==> config.mk <==
export PLATFORM = sky130hd
export DESIGN_NAME = keypad_entry_flat
export DESIGN_NICKNAME = d
export VERILOG_FILES = /design/src/rtl/keypad_entry_if.sv /design/src/rtl/keypad_entry.sv /design/src/flat_wrapper.sv
export SDC_FILE = /design/constraint.sdc
export NUM_CORES = 1
export LEC_CHECK = 0
export CAP_MARGIN = 20
export CELL_PAD_IN_SITES_DETAIL_PLACEMENT = 0
export CELL_PAD_IN_SITES_GLOBAL_PLACEMENT = 1
export CORE_ASPECT_RATIO = 0.7
export CORE_MARGIN = 2
export CORE_UTILIZATION = 38
export DETAILED_ROUTE_END_ITERATION = 6
export PLACE_DENSITY_LB_ADDON = 0.15
export SLEW_MARGIN = 10
export SYNTH_ARGS = -nofsm -noshare
export SYNTH_HDL_FRONTEND = slang
export SYNTH_SLANG_ARGS = --single-unit
==> constraint.sdc <==
create_clock -name CLK -period 2.3 [get_ports CLK]
set_clock_uncertainty 0.1 [all_clocks]
set_input_delay 0.46 -clock CLK [delete_from_list [all_inputs] [get_ports CLK]]
set_output_delay 0.46 -clock CLK [all_outputs]
set_load 0.05 [all_outputs]
==> src/rtl/keypad_entry_if.sv <==
// Keypad/timer signal bundle for keypad_entry.
// The master side is the keypad matrix plus the countdown timer.
// The slave side is the entry controller.
interface keypad_entry_if;
   logic [3:0] rows;
   logic       timer_done;
   logic [2:0] cols;
   logic [3:0] digit;
   logic       digit_valid;
   logic       loadn;
   logic       cancel;
   logic [2:0] digit_count;

   modport master (
      output rows,
      output timer_done,
      input  cols,
      input  digit,
      input  digit_valid,
      input  loadn,
      input  cancel,
      input  digit_count
   );

   modport slave (
      input  rows,
      input  timer_done,
      output cols,
      output digit,
      output digit_valid,
      output loadn,
      output cancel,
      output digit_count
   );
endinterface

==> src/rtl/keypad_entry.sv <==
// Keypad entry controller for a 4-digit countdown timer.
// Scans a 4x3 active-low keypad one column at a time and debounces a
// single pressed key. Each key is accepted once per press and applied
// as an entry/run-mode action (digit load, cancel, start).
module keypad_entry #(
   parameter int SCAN_DIV = 4,
   parameter int DEBOUNCE = 3
) (
   input  logic           CLK,
   input  logic           clear,
   keypad_entry_if.slave  kp
);

   localparam int SDW = (SCAN_DIV > 1) ? $clog2(SCAN_DIV) : 1;
   localparam int DBW = $clog2(DEBOUNCE + 1);
   localparam logic [SDW-1:0] DWELL_LAST = SDW'(SCAN_DIV - 1);
   localparam logic [DBW-1:0] DEB_LAST   = DBW'(DEBOUNCE - 1);

   localparam logic [3:0] KEY_STAR = 4'hA;
   localparam logic [3:0] KEY_HASH = 4'hB;
   localparam logic [3:0] KEY_NONE = 4'hF;

   typedef enum logic [1:0] {
      S_SCAN     = 2'd0,
      S_DEBOUNCE = 2'd1,
      S_HELD     = 2'd2
   } state_t;

   state_t           state_q, state_d;
   logic [1:0]       col_q, col_d;
   logic [SDW-1:0]   dwell_q, dwell_d;
   logic [DBW-1:0]   cnt_q, cnt_d;
   logic [3:0]       pat_q, pat_d;
   logic [3:0]       digit_q, digit_d;
   logic             dv_q, dv_d;
   logic             cancel_q, cancel_d;
   logic             loadn_q, loadn_d;
   logic [2:0]       count_q, count_d;

   logic             accept;
   logic [3:0]       key;

   // True when exactly one row line is pulled low.
   function automatic logic one_low(input logic [3:0] r);
      logic res;
      case (r)
         4'b1110, 4'b1101, 4'b1011, 4'b0111: res = 1'b1;
         default:                            res = 1'b0;
      endcase
      return res;
   endfunction

   // Index of the low row in a one-low pattern.
   function automatic logic [1:0] row_of(input logic [3:0] r);
      logic [1:0] res;
      case (r)
         4'b1110: res = 2'd0;
         4'b1101: res = 2'd1;
         4'b1011: res = 2'd2;
         4'b0111: res = 2'd3;
         default: res = 2'd0;
      endcase
      return res;
   endfunction

   // Key code for a row/column position: 0-9 digits, A for '*', B for '#'.
   function automatic logic [3:0] key_code(input logic [1:0] row, input logic [1:0] col);
      logic [3:0] res;
      case ({row, col})
         4'b00_00: res = 4'd1;
         4'b00_01: res = 4'd2;
         4'b00_10: res = 4'd3;
         4'b01_00: res = 4'd4;
         4'b01_01: res = 4'd5;
         4'b01_10: res = 4'd6;
         4'b10_00: res = 4'd7;
         4'b10_01: res = 4'd8;
         4'b10_10: res = 4'd9;
         4'b11_00: res = KEY_STAR;
         4'b11_01: res = 4'd0;
         4'b11_10: res = KEY_HASH;
         default:  res = KEY_NONE;
      endcase
      return res;
   endfunction

   // State and output registers, all forced to idle by clear.
   always_ff @(posedge CLK or posedge clear) begin
      if (clear) begin
         state_q  <= S_SCAN;
         col_q    <= 2'd0;
         dwell_q  <= '0;
         cnt_q    <= '0;
         pat_q    <= 4'hF;
         digit_q  <= 4'd0;
         dv_q     <= 1'b0;
         cancel_q <= 1'b0;
         loadn_q  <= 1'b0;
         count_q  <= 3'd0;
      end else begin
         state_q  <= state_d;
         col_q    <= col_d;
         dwell_q  <= dwell_d;
         cnt_q    <= cnt_d;
         pat_q    <= pat_d;
         digit_q  <= digit_d;
         dv_q     <= dv_d;
         cancel_q <= cancel_d;
         loadn_q  <= loadn_d;
         count_q  <= count_d;
      end
   end

   // Scan/debounce/held sequencing and key action decode.
   always_comb begin
      state_d  = state_q;
      col_d    = col_q;
      dwell_d  = dwell_q;
      cnt_d    = cnt_q;
      pat_d    = pat_q;
      digit_d  = digit_q;
      dv_d     = 1'b0;
      cancel_d = 1'b0;
      loadn_d  = loadn_q;
      count_d  = count_q;
      accept   = 1'b0;

      case (state_q)
         S_SCAN: begin
            if (dwell_q == DWELL_LAST) begin
               dwell_d = '0;
               if (one_low(kp.rows)) begin
                  // Freeze on the current column and remember the pattern.
                  state_d = S_DEBOUNCE;
                  pat_d   = kp.rows;
                  cnt_d   = '0;
               end else begin
                  col_d = (col_q == 2'd2) ? 2'd0 : col_q + 2'd1;
               end
            end else begin
               dwell_d = dwell_q + 1'b1;
            end
         end
         S_DEBOUNCE: begin
            if (kp.rows != pat_q) begin
               // Bounce: abandon silently and rescan from the first column.
               state_d = S_SCAN;
               col_d   = 2'd0;
               dwell_d = '0;
               cnt_d   = '0;
            end else if (cnt_q == DEB_LAST) begin
               accept  = 1'b1;
               state_d = S_HELD;
               cnt_d   = '0;
            end else begin
               cnt_d = cnt_q + 1'b1;
            end
         end
         S_HELD: begin
            if (kp.rows == 4'hF) begin
               if (cnt_q == DEB_LAST) begin
                  state_d = S_SCAN;
                  col_d   = 2'd0;
                  dwell_d = '0;
                  cnt_d   = '0;
               end else begin
                  cnt_d = cnt_q + 1'b1;
               end
            end else begin
               cnt_d = '0;
            end
         end
         default: begin
            state_d = S_SCAN;
            col_d   = 2'd0;
            dwell_d = '0;
            cnt_d   = '0;
         end
      endcase

      key = key_code(row_of(pat_q), col_q);

      // Timer expiry ends run mode; a '*' on the same edge gives the same
      // register result and additionally the cancel strobe.
      if (loadn_q && kp.timer_done) begin
         loadn_d = 1'b0;
         count_d = 3'd0;
      end

      if (accept) begin
         if (!loadn_q) begin
            if (key <= 4'd9) begin
               if (count_q < 3'd4) begin
                  digit_d = key;
                  dv_d    = 1'b1;
                  count_d = count_q + 3'd1;
               end
            end else if (key == KEY_STAR) begin
               cancel_d = 1'b1;
               count_d  = 3'd0;
            end else if (key == KEY_HASH && count_q != 3'd0) begin
               loadn_d = 1'b1;
            end
         end else if (key == KEY_STAR) begin
            cancel_d = 1'b1;
            loadn_d  = 1'b0;
            count_d  = 3'd0;
         end
      end
   end

   // One-hot active-low column drive from the column index.
   always_comb begin
      case (col_q)
         2'd0:    kp.cols = 3'b110;
         2'd1:    kp.cols = 3'b101;
         2'd2:    kp.cols = 3'b011;
         default: kp.cols = 3'b110;
      endcase
   end

   assign kp.digit       = digit_q;
   assign kp.digit_valid = dv_q;
   assign kp.cancel      = cancel_q;
   assign kp.loadn       = loadn_q;
   assign kp.digit_count = count_q;

endmodule

==> src/flat_wrapper.sv <==
// flat-port wrapper written by rule: the top's interface ports become plain ports
module keypad_entry_flat 
#(
   parameter int SCAN_DIV = 4,
   parameter int DEBOUNCE = 3
)
  (CLK, clear, kp_rows, kp_timer_done, kp_cols, kp_digit, kp_digit_valid, kp_loadn, kp_cancel, kp_digit_count);
  keypad_entry_if kp_i ();
  input  logic CLK;
  input  logic clear;
  input wire logic [$bits(kp_i.rows)-1:0] kp_rows;
  input wire logic [$bits(kp_i.timer_done)-1:0] kp_timer_done;
  output wire logic [$bits(kp_i.cols)-1:0] kp_cols;
  output wire logic [$bits(kp_i.digit)-1:0] kp_digit;
  output wire logic [$bits(kp_i.digit_valid)-1:0] kp_digit_valid;
  output wire logic [$bits(kp_i.loadn)-1:0] kp_loadn;
  output wire logic [$bits(kp_i.cancel)-1:0] kp_cancel;
  output wire logic [$bits(kp_i.digit_count)-1:0] kp_digit_count;
  assign kp_i.rows = kp_rows;
  assign kp_i.timer_done = kp_timer_done;
  assign kp_cols = kp_i.cols;
  assign kp_digit = kp_i.digit;
  assign kp_digit_valid = kp_i.digit_valid;
  assign kp_loadn = kp_i.loadn;
  assign kp_cancel = kp_i.cancel;
  assign kp_digit_count = kp_i.digit_count;
  keypad_entry #(.SCAN_DIV(SCAN_DIV), .DEBOUNCE(DEBOUNCE)) u_core (.CLK(CLK), .clear(clear), .kp(kp_i));
endmodule
# Word level (Yosys, flattened, before mapping)
# Memories as Yosys holds them, arrays and structs flattened.
# Cells that the tools add are included.
# Widths: inputs -> output; s select.
# op_classes
addsub,4
n_lt_le_gt_ge,2
eq_ne,24
mux,49
n_bitwise,1
reduce_logical,11
# op_table
operator,count
$eq 4x4->1 const B,8
$mux 2,16
$pmux 2 s3,5
$mux 1,21
$mux 3,6
$ne 2x1->1 const B,5
$reduce_and 5->1,2
$eq 2x2->1 const B,4
$eq 4x3->1 const B,2
$add 2x1->2 const B,3
$pmux 3 s2,1
$reduce_and 3->1,2
$eq 2x1->1 const B,2
$le 4x4->1 const B,1
$ne 4x4->1,1
$reduce_and 4->1,1
$reduce_or 4->1,1
$add 3x1->3 const B,1
$lt 3x3->1 const B,1
$ne 3x1->1 const B,1
$reduce_bool 3->1,1
$logic_and 1x1->1,2
$logic_not 2->1,1
$ne 2x2->1 const B,1
2 further kinds,2
# word_totals
register_bits,22
mem_bits_ro,64
output_inout_bits,13
word_cells,102
n_memories,1
# memory_table
memory,words,word_bits,rd,rd_ports_with_merged_regs,wr,line_no,text
(no name shown),16,4,1,0,0,keypad_entry.sv:69,"case ({row, col})"

# Logic depth before layout (Yosys ltp)
# Gate-level depths: netlist of the first run.
# An unclocked memory read counts as a cell.
# logic_depth
word_depth,10
ltp_mapped,8

# Worst setup path before layout of the first run
# No wires, ideal clock.
# synth_path
path_kind,register to register
startpoint,reg u_core.col_q[1]
endpoint,"reg u_core.count_q[1], in the netlist u_core.kp.digit_count[1]"
t_arrival_ns,2.533
path_slack_ns,-0.458
path_stages_with_launch,9
path_buffers,0
synth_period_minus_slack_ns,2.758
path_cell_list,dfrtp_1 > inv_1 > ha_1 > nand4b_1 > o21ai_1 > a21oi_1 > o31a_1 > nor4_4 > mux2_4
# synth_via
elab_chain_len,6
elab_cells_between_ends,7
classes_between,order compare (1); eq/ne (1); mux (4); memory (1)
# synth_lines
item,line_no,text
from (decl),keypad_entry.sv:30,"logic [1:0] col_q, col_d;"
from (signal assigned),keypad_entry.sv:102,col_q <= col_d;
$mem_v2 16x4 (*),--,
"parallel branches: the longest is 3 deep, another holds $le 4x4->1",--,
$mux 3 (*),keypad_entry.sv:191,if (!loadn_q) begin
$mux 3 (*),keypad_entry.sv:190,if (accept) begin
named net u_core.count_d[1],keypad_entry.sv:38,"logic [2:0] count_q, count_d;"
to (signal assigned),keypad_entry.sv:110,count_q <= count_d;
to (decl),keypad_entry.sv:38,
# Mark *: on every way through the listed nets, which the timed path passes.
# A chain may end at the register's enable or synchronous reset.

# Worst setup path in the final report of the first run
# layout_path
startpoint,reg u_core.pat_q[2]
endpoint,"reg u_core.count_q[2], in the netlist u_core.kp.digit_count[2]"
# layout_via
elab_chain_len,8
elab_cells_between_ends,14
classes_between,order compare (1); eq/ne (5); mux (7); memory (1)
# layout_lines
item,line_no,text
from (decl),keypad_entry.sv:33,"logic [3:0] pat_q, pat_d;"
from (signal assigned),keypad_entry.sv:105,pat_q <= pat_d;
"parallel branches: the longest is 7 deep, another holds $mem_v2 16x4",--,
$mux 3 (*),keypad_entry.sv:190,
named net u_core.count_d[2],keypad_entry.sv:38,
# Marks and branches as above.

==> results of run 1 <==
==> flip-flops by register name (all words and copies together) (netlist names) <==
signal,cells
u_core.cnt_q,2
u_core.kp.digit_valid,1
u_core.kp.digit,4
u_core.dwell_q,2
u_core.col_q,2
u_core.kp.loadn,1
u_core.kp.cancel,1
u_core.pat_q,4
u_core.state_q,2
u_core.kp.digit_count,3
==> critical path, delay by kind of cell, from the launching register on <==
family	cells	cell delay [ns]
buffers and inverters	2	0.26
xor gates and xnor gates	1	0.11
and+or+nand+nor	4	1.17
DFF	1	0.59
AOI/OAI and AO/OA	1	0.14
==> layout make-up <==
| cell class | count | area, µm² | area share |
|---|---|---|---|
| Inverter | 14 | 52.6 | 0.0235 |
| Clock buffer | 4 | 45.0 | 0.0201 |
| Tap cell | 52 | 65.1 | 0.0291 |
| Multi-Input combinational cell | 109 | 991 | 0.443 |
| Timing Repair Buffer | 60 | 524 | 0.234 |
| Sequential cell | 22 | 558 | 0.250 |
==> stage by stage <==
stage	cells	power (W)	hold slack, ns	TNS, ns	instance area, µm²
2_1_floorplan	151	0.00111	0.346	-0.451	1570
3_3_place_gp	243	0.00134	0.373	-5.20	1970
3_5_place_dp	243	0.00136	0.377	-5.84	1970
4_1_cts	254	0.00171	0.396	-0.369	2110
5_1_grt	261	0.00195	0.446	-1.72	2240
6_report	261	0.00181	0.390	-0.726	2240
==> synth_stat cells (3+ instances only) <==
cell	instances
a21oi_1	10
a22o_1	5
dfrtp_1	18
dfstp_2	4
ha_1	13
inv_1	14
mux2_2	3
mux2_4	3
mux2i_1	4
nand2_1	9
nand3_1	5
nor2_1	4
o21ai_0	5
o21ai_1	3
o22a_1	3
xnor2_1	6
==> how the worst max path moves through the flow <==
stage,start,to,slack [ns],cells past startpoint
6_report,u_core.pat_q[2]$_DFFE_PP1P_,u_core.kp.digit_count[2]$_DFF_PP0_,-0.14,8
5_1_grt,u_core.pat_q[2]$_DFFE_PP1P_,u_core.kp.digit[0]$_DFFE_PP0P_,-0.24,10
4_1_cts,u_core.pat_q[1]$_DFFE_PP1P_,u_core.kp.digit[2]$_DFFE_PP0P_,-0.08,8
3_5_place_dp,kp_rows[1],u_core.kp.digit[3]$_DFFE_PP0P_,-0.66,8
3_3_place_gp,kp_rows[1],u_core.kp.digit_count[1]$_DFF_PP0_,-0.59,7
2_1_floorplan,u_core.pat_q[1]$_DFFE_PP1P_,u_core.kp.digit_count[1]$_DFF_PP0_,-0.14,7
==> logic make-up after synthesis <==
| logic type | count (synthesis) | share of synthesized area |
|---|---|---|
| AOI/OAI and AO/OA | 38 | 0.168 |
| xor gates and xnor gates | 6 | 0.0344 |
| adders and majority gates | 13 | 0.106 |
| buffers and inverters | 20 | 0.0638 |
| DFF | 22 | 0.363 |
| muxes | 12 | 0.0925 |
| and+or+nand+nor | 40 | 0.172 |
==> routing by layer <==
metal / global-route usage / part of all wire
met1: 0.208 / 0.47
met2: 0.264 / 0.48
met3: 0.0396 / 0.036
met4: 0.0387 / 0.0094
met5: 0 / 0
==> power groups by stage <==
stage	clock network (W)	logic, W	registers, W
6_report	0.000242	0.00101	0.000555
5_1_grt	0.000277	0.00111	0.000564
4_1_cts	0.000254	0.000898	0.000562
3_5_place_dp	0	0.000793	0.000564
3_3_place_gp	0	0.000782	0.000558
2_1_floorplan	0	0.000568	0.000538
==> repair_timing <==
item,4_1_cts,5_1_grt
resized for setup,17,13
pin swaps,9,4
hold endpoints to repair,0,0
setup buffers,7,9
endpoints found under the setup margin,8,8
cloned,0,0
==> metrics.md, run 1 <==
| Metric | Value |
|---|---|
| Leak | `~0.99 nW` |
| Switch Pwr | `0.000649 W` |
| Worst Hold End | `u_core.dwell_q[1]$_DFFE_PP0P_` |
| Hold depth | `2` |
| Residual DRC | `0` |
| Initial Utilization | `0.392` |
| RR Endpoint | `u_core.kp.digit_count[2]$_DFF_PP0_` |
| GRT Util Overall | `0.158` |
| Remaining global-route overflow | `0` |
| Finished Core Util | `0.573` |
| Clock buffer depth | `2` |
| Full die area | `4560 µm²` |
| Cell Pwr Density | `808 nW/µm²` |
| Ports | `20` |
| Area leader, netlist | `dfrtp_1` |
| Pre-CTS WS | `-0.657 ns` |
| Clock sink total | `22` |
| Clk root buf | `clkbuf_8` |
| Layout cells sized above 1 | `0.392` |
| Fillers | `352` |
| Clk pwr share | `0.134` |
| Syn_nets | `around 170` |
| Register share of total power | `0.307` |
| Fin nets | `230` |
| Crit-path slowest cell | `dfstp_2` |
| Initial drt markers | `109` |
| Crit path largest cell delay | `0.59 ns` |
| Die Width | `79.8 µm` |
| Rows | `19` |
| Crit path kind | `reg2reg` |
| Final Max Slew Viols | `0` |
| R2R cell count | `8` |
| Outcome | `finished, violations left` |
| Yosys top cell area share | `0.295` |
| Vias after detailed routing | `1326` |
| Cts hold-fix bufs | `0` |
| Commonest non-fill, non-tap cell in the layout | `buf_4` |
| HP Class | `reg2reg` |
| HP Start | `u_core.dwell_q[1]$_DFFE_PP0P_` |
| Post-synth EDFFs | `0` |
| Number of global-route vias before repair | `roughly 1300` |
| Synth area leaders | `dfrtp_1 (29%), ha_1 (11%), dfstp_2 (6.9%)` |
| Max-cap viol count | `0` |
| Relative slew margins | `0.669` |
| FMAX | `0.410 GHz` |
| Pin count of the biggest net entering global routing | `23` |
| Comb pwr share | `0.559` |
| CP endpoint kind | `flop` |
| Core ar. | `3900 µm²` |
| R2R setup slack | `-0.14 ns` |
| HPWL after DPL | `2410 µm` |
| Setup repair after global routing missed its margin | `yes` |
| R2r startpoint | `u_core.pat_q[2]$_DFFE_PP1P_` |
| Most frequent cells in the layout | `buf_4 (36), dfrtp_1 (16), inv_1 (12), clkdlybuf4s50_1 (12), ha_1 (10)` |
| First-pass GRT wire length | `approximately 5600 µm` |
| Synthesized instance count | `151` |
| Maximum VDD drop | `roughly 0.00057 V` |
| Sequential fraction of the synthesis area | `0.363` |
| Die Span Y | `57.1 µm` |
| Wire per inst | `13.0 µm` |
| Post-synthesis register bit count | `22` |
| Antenna violations before repair | `0` |
| DRT antenna net count | `0` |
| DR pass1 iterations | `4` |
| Minimum clock period | `2.44 ns` |
| Synth warn | `0` |
| Post-Synthesis Cell Area | `between 1500 and 2000 µm²` |
| Routed vias/inst | `5.08` |
| H-tree depth | `1` |
| Area grow syn2layout | `46.2%` |
| Final setup violating endpoints | `8` |
| Final Worst Setup Slack | `-0.138 ns` |
| CTS buffer count | `3` |
| WP data arrival | `2.52 ns` |
| Maximum fanout along the worst path | `5` |
| Average cell area after synthesis | `10.1 µm²` |
| Clock slew at reported path FFs | `0.08 ns` |
| Total wire length | `between 3000 and 4000 µm` |
| Port bufs | `19` |
| Cells along the critical path | `buf_4, xnor2_1, nand3_1, or2_1, or3_4, buf_6, or4b_1, a21oi_1` |
| CTS tree | `done` |
| Crit start category | `flop` |
| Failing checks | `setup timing` |
| Primary FF master, synth | `dfrtp_1` |
| Final Hold Violating Endpoints | `0` |
| Async S/R FF share, synth | `1.00` |
| Tcrit/Tclk final | `1.06` |
| RePlAce Congestion | `0.829` |
| Diode count | `0` |
| Sw Share | `0.359` |
| Crit path required time | `around 2.4 ns` |
| Slew of the pin with the lowest slew margin | `0.495 ns` |
| Post-synth cell types | `47` |
| Int Power | `0.00116 W` |
| Clock Latency Late Sink | `0.26 ns` |
Power figures use the tool's default switching activity.
==> inputs of run 2 (changes only) <==
--- a/config.mk
+++ b/config.mk
@@ -6,11 +6,11 @@
 export NUM_CORES = 1
 export LEC_CHECK = 0
 export CAP_MARGIN = 20
-export CELL_PAD_IN_SITES_DETAIL_PLACEMENT = 0
-export CELL_PAD_IN_SITES_GLOBAL_PLACEMENT = 1
+export CELL_PAD_IN_SITES_DETAIL_PLACEMENT = 1
+export CELL_PAD_IN_SITES_GLOBAL_PLACEMENT = 2
 export CORE_ASPECT_RATIO = 0.7
 export CORE_MARGIN = 2
-export CORE_UTILIZATION = 38
+export CORE_UTILIZATION = 31
 export DETAILED_ROUTE_END_ITERATION = 6
 export PLACE_DENSITY_LB_ADDON = 0.15
 export SLEW_MARGIN = 10
==> metrics.md, run 2 (synthesis results as in run 1) <==
| Metric | Value |
|---|---|
| Crit path kind | `reg2reg` |
| Crit path largest cell delay | `0.58 ns (about the same)` |
| Core ar. | `4760 µm² (+22%)` |
| R2R setup slack | `-0.14 ns (about the same)` |
| Maximum VDD drop | `0.000638 V (+12%)` |
| Cells along the critical path | `buf_12, buf_6, nand3_4, mux2i_1, o32ai_2, buf_4, nor3_4, nor4_4, buf_4, mux2_4` |
| WP data arrival | `2.49 ns (-0.03 ns)` |
| Fillers | `521 (+48%)` |
| Fin nets | `230 (unchanged)` |
| Worst Setup SP | `u_core.pat_q[2]$_DFFE_PP1P_` |
| Finished Core Util | `0.489 (-0.0847)` |
| Power Total | `0.00192 W (+6.3%)` |
| Crit path required time | `2.36 ns (-0.03 ns)` |
| Area post-placement | `2070 µm² (+5.3%)` |
| Number of global-route vias before repair | `1452 (+15%)` |
| Minimum clock period | `2.43 ns (-0.00333 ns)` |
| Cell Pwr Density | `826 nW/µm² (+2.3%)` |
| Final Max Slew Viols | `0 (unchanged)` |
| DR pass1 iterations | `4 (unchanged)` |
| Port bufs | `19 (unchanged)` |
| Slew of the pin with the lowest slew margin | `0.495 ns (-0.000270 ns)` |
| Ports | `20 (unchanged)` |
| Hold Slack | `0.396 ns (+0.00621 ns)` |
| Final Hold Violating Endpoints | `0 (unchanged)` |
| Max-cap viol count | `0 (unchanged)` |
| H-tree depth | `1 (unchanged)` |
| Final Worst Setup Slack | `-0.135 ns (+0.00333 ns)` |
| Clock Latency Late Sink | `0.27 ns (about the same)` |
| Most frequent cells in the layout | `buf_4 (34), dfrtp_1 (16), inv_1 (12), clkdlybuf4s50_1 (12), ha_1 (10)` |
| R2r startpoint | `u_core.pat_q[2]$_DFFE_PP1P_` |
| Fin area | `2320 µm² (+4.0%)` |
| Vias after detailed routing | `1340 (+1.1%)` |
| RR Endpoint | `u_core.kp.digit_count[1]$_DFF_PP0_` |
| GRT Util Overall | `0.160 (+0.00152)` |
| Storage element area | `558 µm² (unchanged)` |
| Total wire length | `4240 µm (+25%)` |
| RePlAce Congestion | `0.814 (-1.9%)` |
| Setup crit end | `u_core.kp.digit_count[1]$_DFF_PP0_` |
| Layout cells sized above 1 | `0.416 (+0.0239)` |
| Final setup violating endpoints | `7 (-1)` |
| Pin count of the biggest net entering global routing | `23 (unchanged)` |
| CTS buffer count | `3 (unchanged)` |
| Initial drt markers | `72 (-34%)` |
| Leak | `0.994 nW (+0.88%)` |
| First-pass GRT wire length | `6870 µm (+22%)` |
| Die Width | `87.9 µm (+10%)` |
| Crit-path slowest cell | `dfstp_2` |
| Failing checks | `setup timing` |
| Diode count | `0 (unchanged)` |
| CP dominant cell by count | `buf_4` |
| Clock sink total | `22 (unchanged)` |
| Remaining global-route overflow | `0 (unchanged)` |
| Clk root buf | `clkbuf_8` |
| Clock buffer depth | `2 (unchanged)` |
| Wire per inst | `15.3 µm (+17%)` |
| DRT antenna net count | `0 (unchanged)` |
| Initial Utilization | `0.321 (-0.0707)` |
| Die Span Y | `62.8 µm (+10%)` |
| HP Class | `reg2reg` |
| Maximum fanout along the worst path | `8 (+3)` |
| CP endpoint kind | `flop` |
| Relative slew margins | `0.669 (about the same)` |
| Tcrit/Tclk final | `1.06 (-0.00145)` |
| HPWL after DPL | `3050 µm (+26%)` |
| Residual DRC | `0 (unchanged)` |
| Area grow syn2layout | `52.0%` |
| Outcome | `finished, violations left` |
| Rows | `21 (+2)` |
| Setup repair after global routing missed its margin | `yes` |
| Routed vias/inst | `4.82 (-5.1%)` |
| Full die area | `5520 µm² (+21%)` |
| Antenna violations before repair | `0 (unchanged)` |
| Clock slew at reported path FFs | `0.08 ns (about the same)` |
| Commonest non-fill, non-tap cell in the layout | `buf_4` |
| FMAX | `0.411 GHz (+0.14%)` |
| Area occupied by multi-input gates | `1020 µm² (+3.2%)` |
| Crit start category | `flop` |
| R2R cell count | `10 (+2)` |
| CTS tree | `done` |
## run 2: how the worst min path moves through the flow
stage                                  startpoint                            end  slack [ns]  cells after the start
floorplan                                   clear    u_core.cnt_q[0]$_DFFE_PP0P_        0.35                      1
global placement    u_core.dwell_q[1]$_DFFE_PP0P_  u_core.dwell_q[1]$_DFFE_PP0P_        0.37                      2
detailed placement  u_core.dwell_q[1]$_DFFE_PP0P_  u_core.dwell_q[1]$_DFFE_PP0P_        0.38                      2
CTS                 u_core.dwell_q[1]$_DFFE_PP0P_  u_core.dwell_q[1]$_DFFE_PP0P_        0.40                      2
global route        u_core.dwell_q[1]$_DFFE_PP0P_  u_core.dwell_q[1]$_DFFE_PP0P_        0.42                      2
finish              u_core.dwell_q[1]$_DFFE_PP0P_  u_core.dwell_q[1]$_DFFE_PP0P_        0.40                      2
## run 2: area by class of cell
cell class | instances | area share
timing repair buffer | 60 | 0.240
sequential | 22 | 0.240
tap | 69 | 0.0371
multi-input combinational | 109 | 0.440
inverter | 14 | 0.0237
clock buffer | 4 | 0.0194
## run 2: worst max-delay path, delay by kind of cell (launching register included)
| kind | cells | cell delay (ns) |
|---|---|---|
| AO/OA/AOI/OAI | 1 | 0.10 |
| buffers and inverters | 4 | 0.55 |
| flip-flops | 1 | 0.58 |
| multiplexers | 2 | 0.49 |
| AND/OR/NAND/NOR | 3 | 0.49 |
## run 2: repair_timing
item                                    CTS  global route
pin swaps                                10             6
endpoints found under the setup margin    8             8
buffers inserted                          7             1
gates resized for setup                  14            23
hold buffers                              0             0
## run 2: per-stage QoR
| stage | worst slack, ns | instances | setup TNS (ns) |
|---|---|---|---|
| 2_1_floorplan | -0.143 | 151 | -0.451 |
| 3_3_place_gp | -0.488 | 266 | -4.55 |
| 3_5_place_dp | -0.522 | 266 | -5.59 |
| 4_1_cts | -0.109 | 277 | -0.647 |
| 5_1_grt | -0.234 | 278 | -1.52 |
| 6_report | -0.135 | 278 | -0.732 |
## run 2: power by group
part	leakage, nW	switching [W]	internal (W)	total, W
sequential	0.274	0.0000751	0.000483	0.000558
combinational	0.697	0.000534	0.000573	0.00111
clock	0.0228	0.000132	0.000124	0.000256
total	0.994	0.000740	0.00118	0.00192
## run 2: per-layer routing
layer,global-route usage,up-vias,share of wire
li1,-,656,-
met5,0,-,0
met4,0.0404,0,0.010
met3,0.0357,5,0.027
met1,0.212,658,0.48
met2,0.261,21,0.48
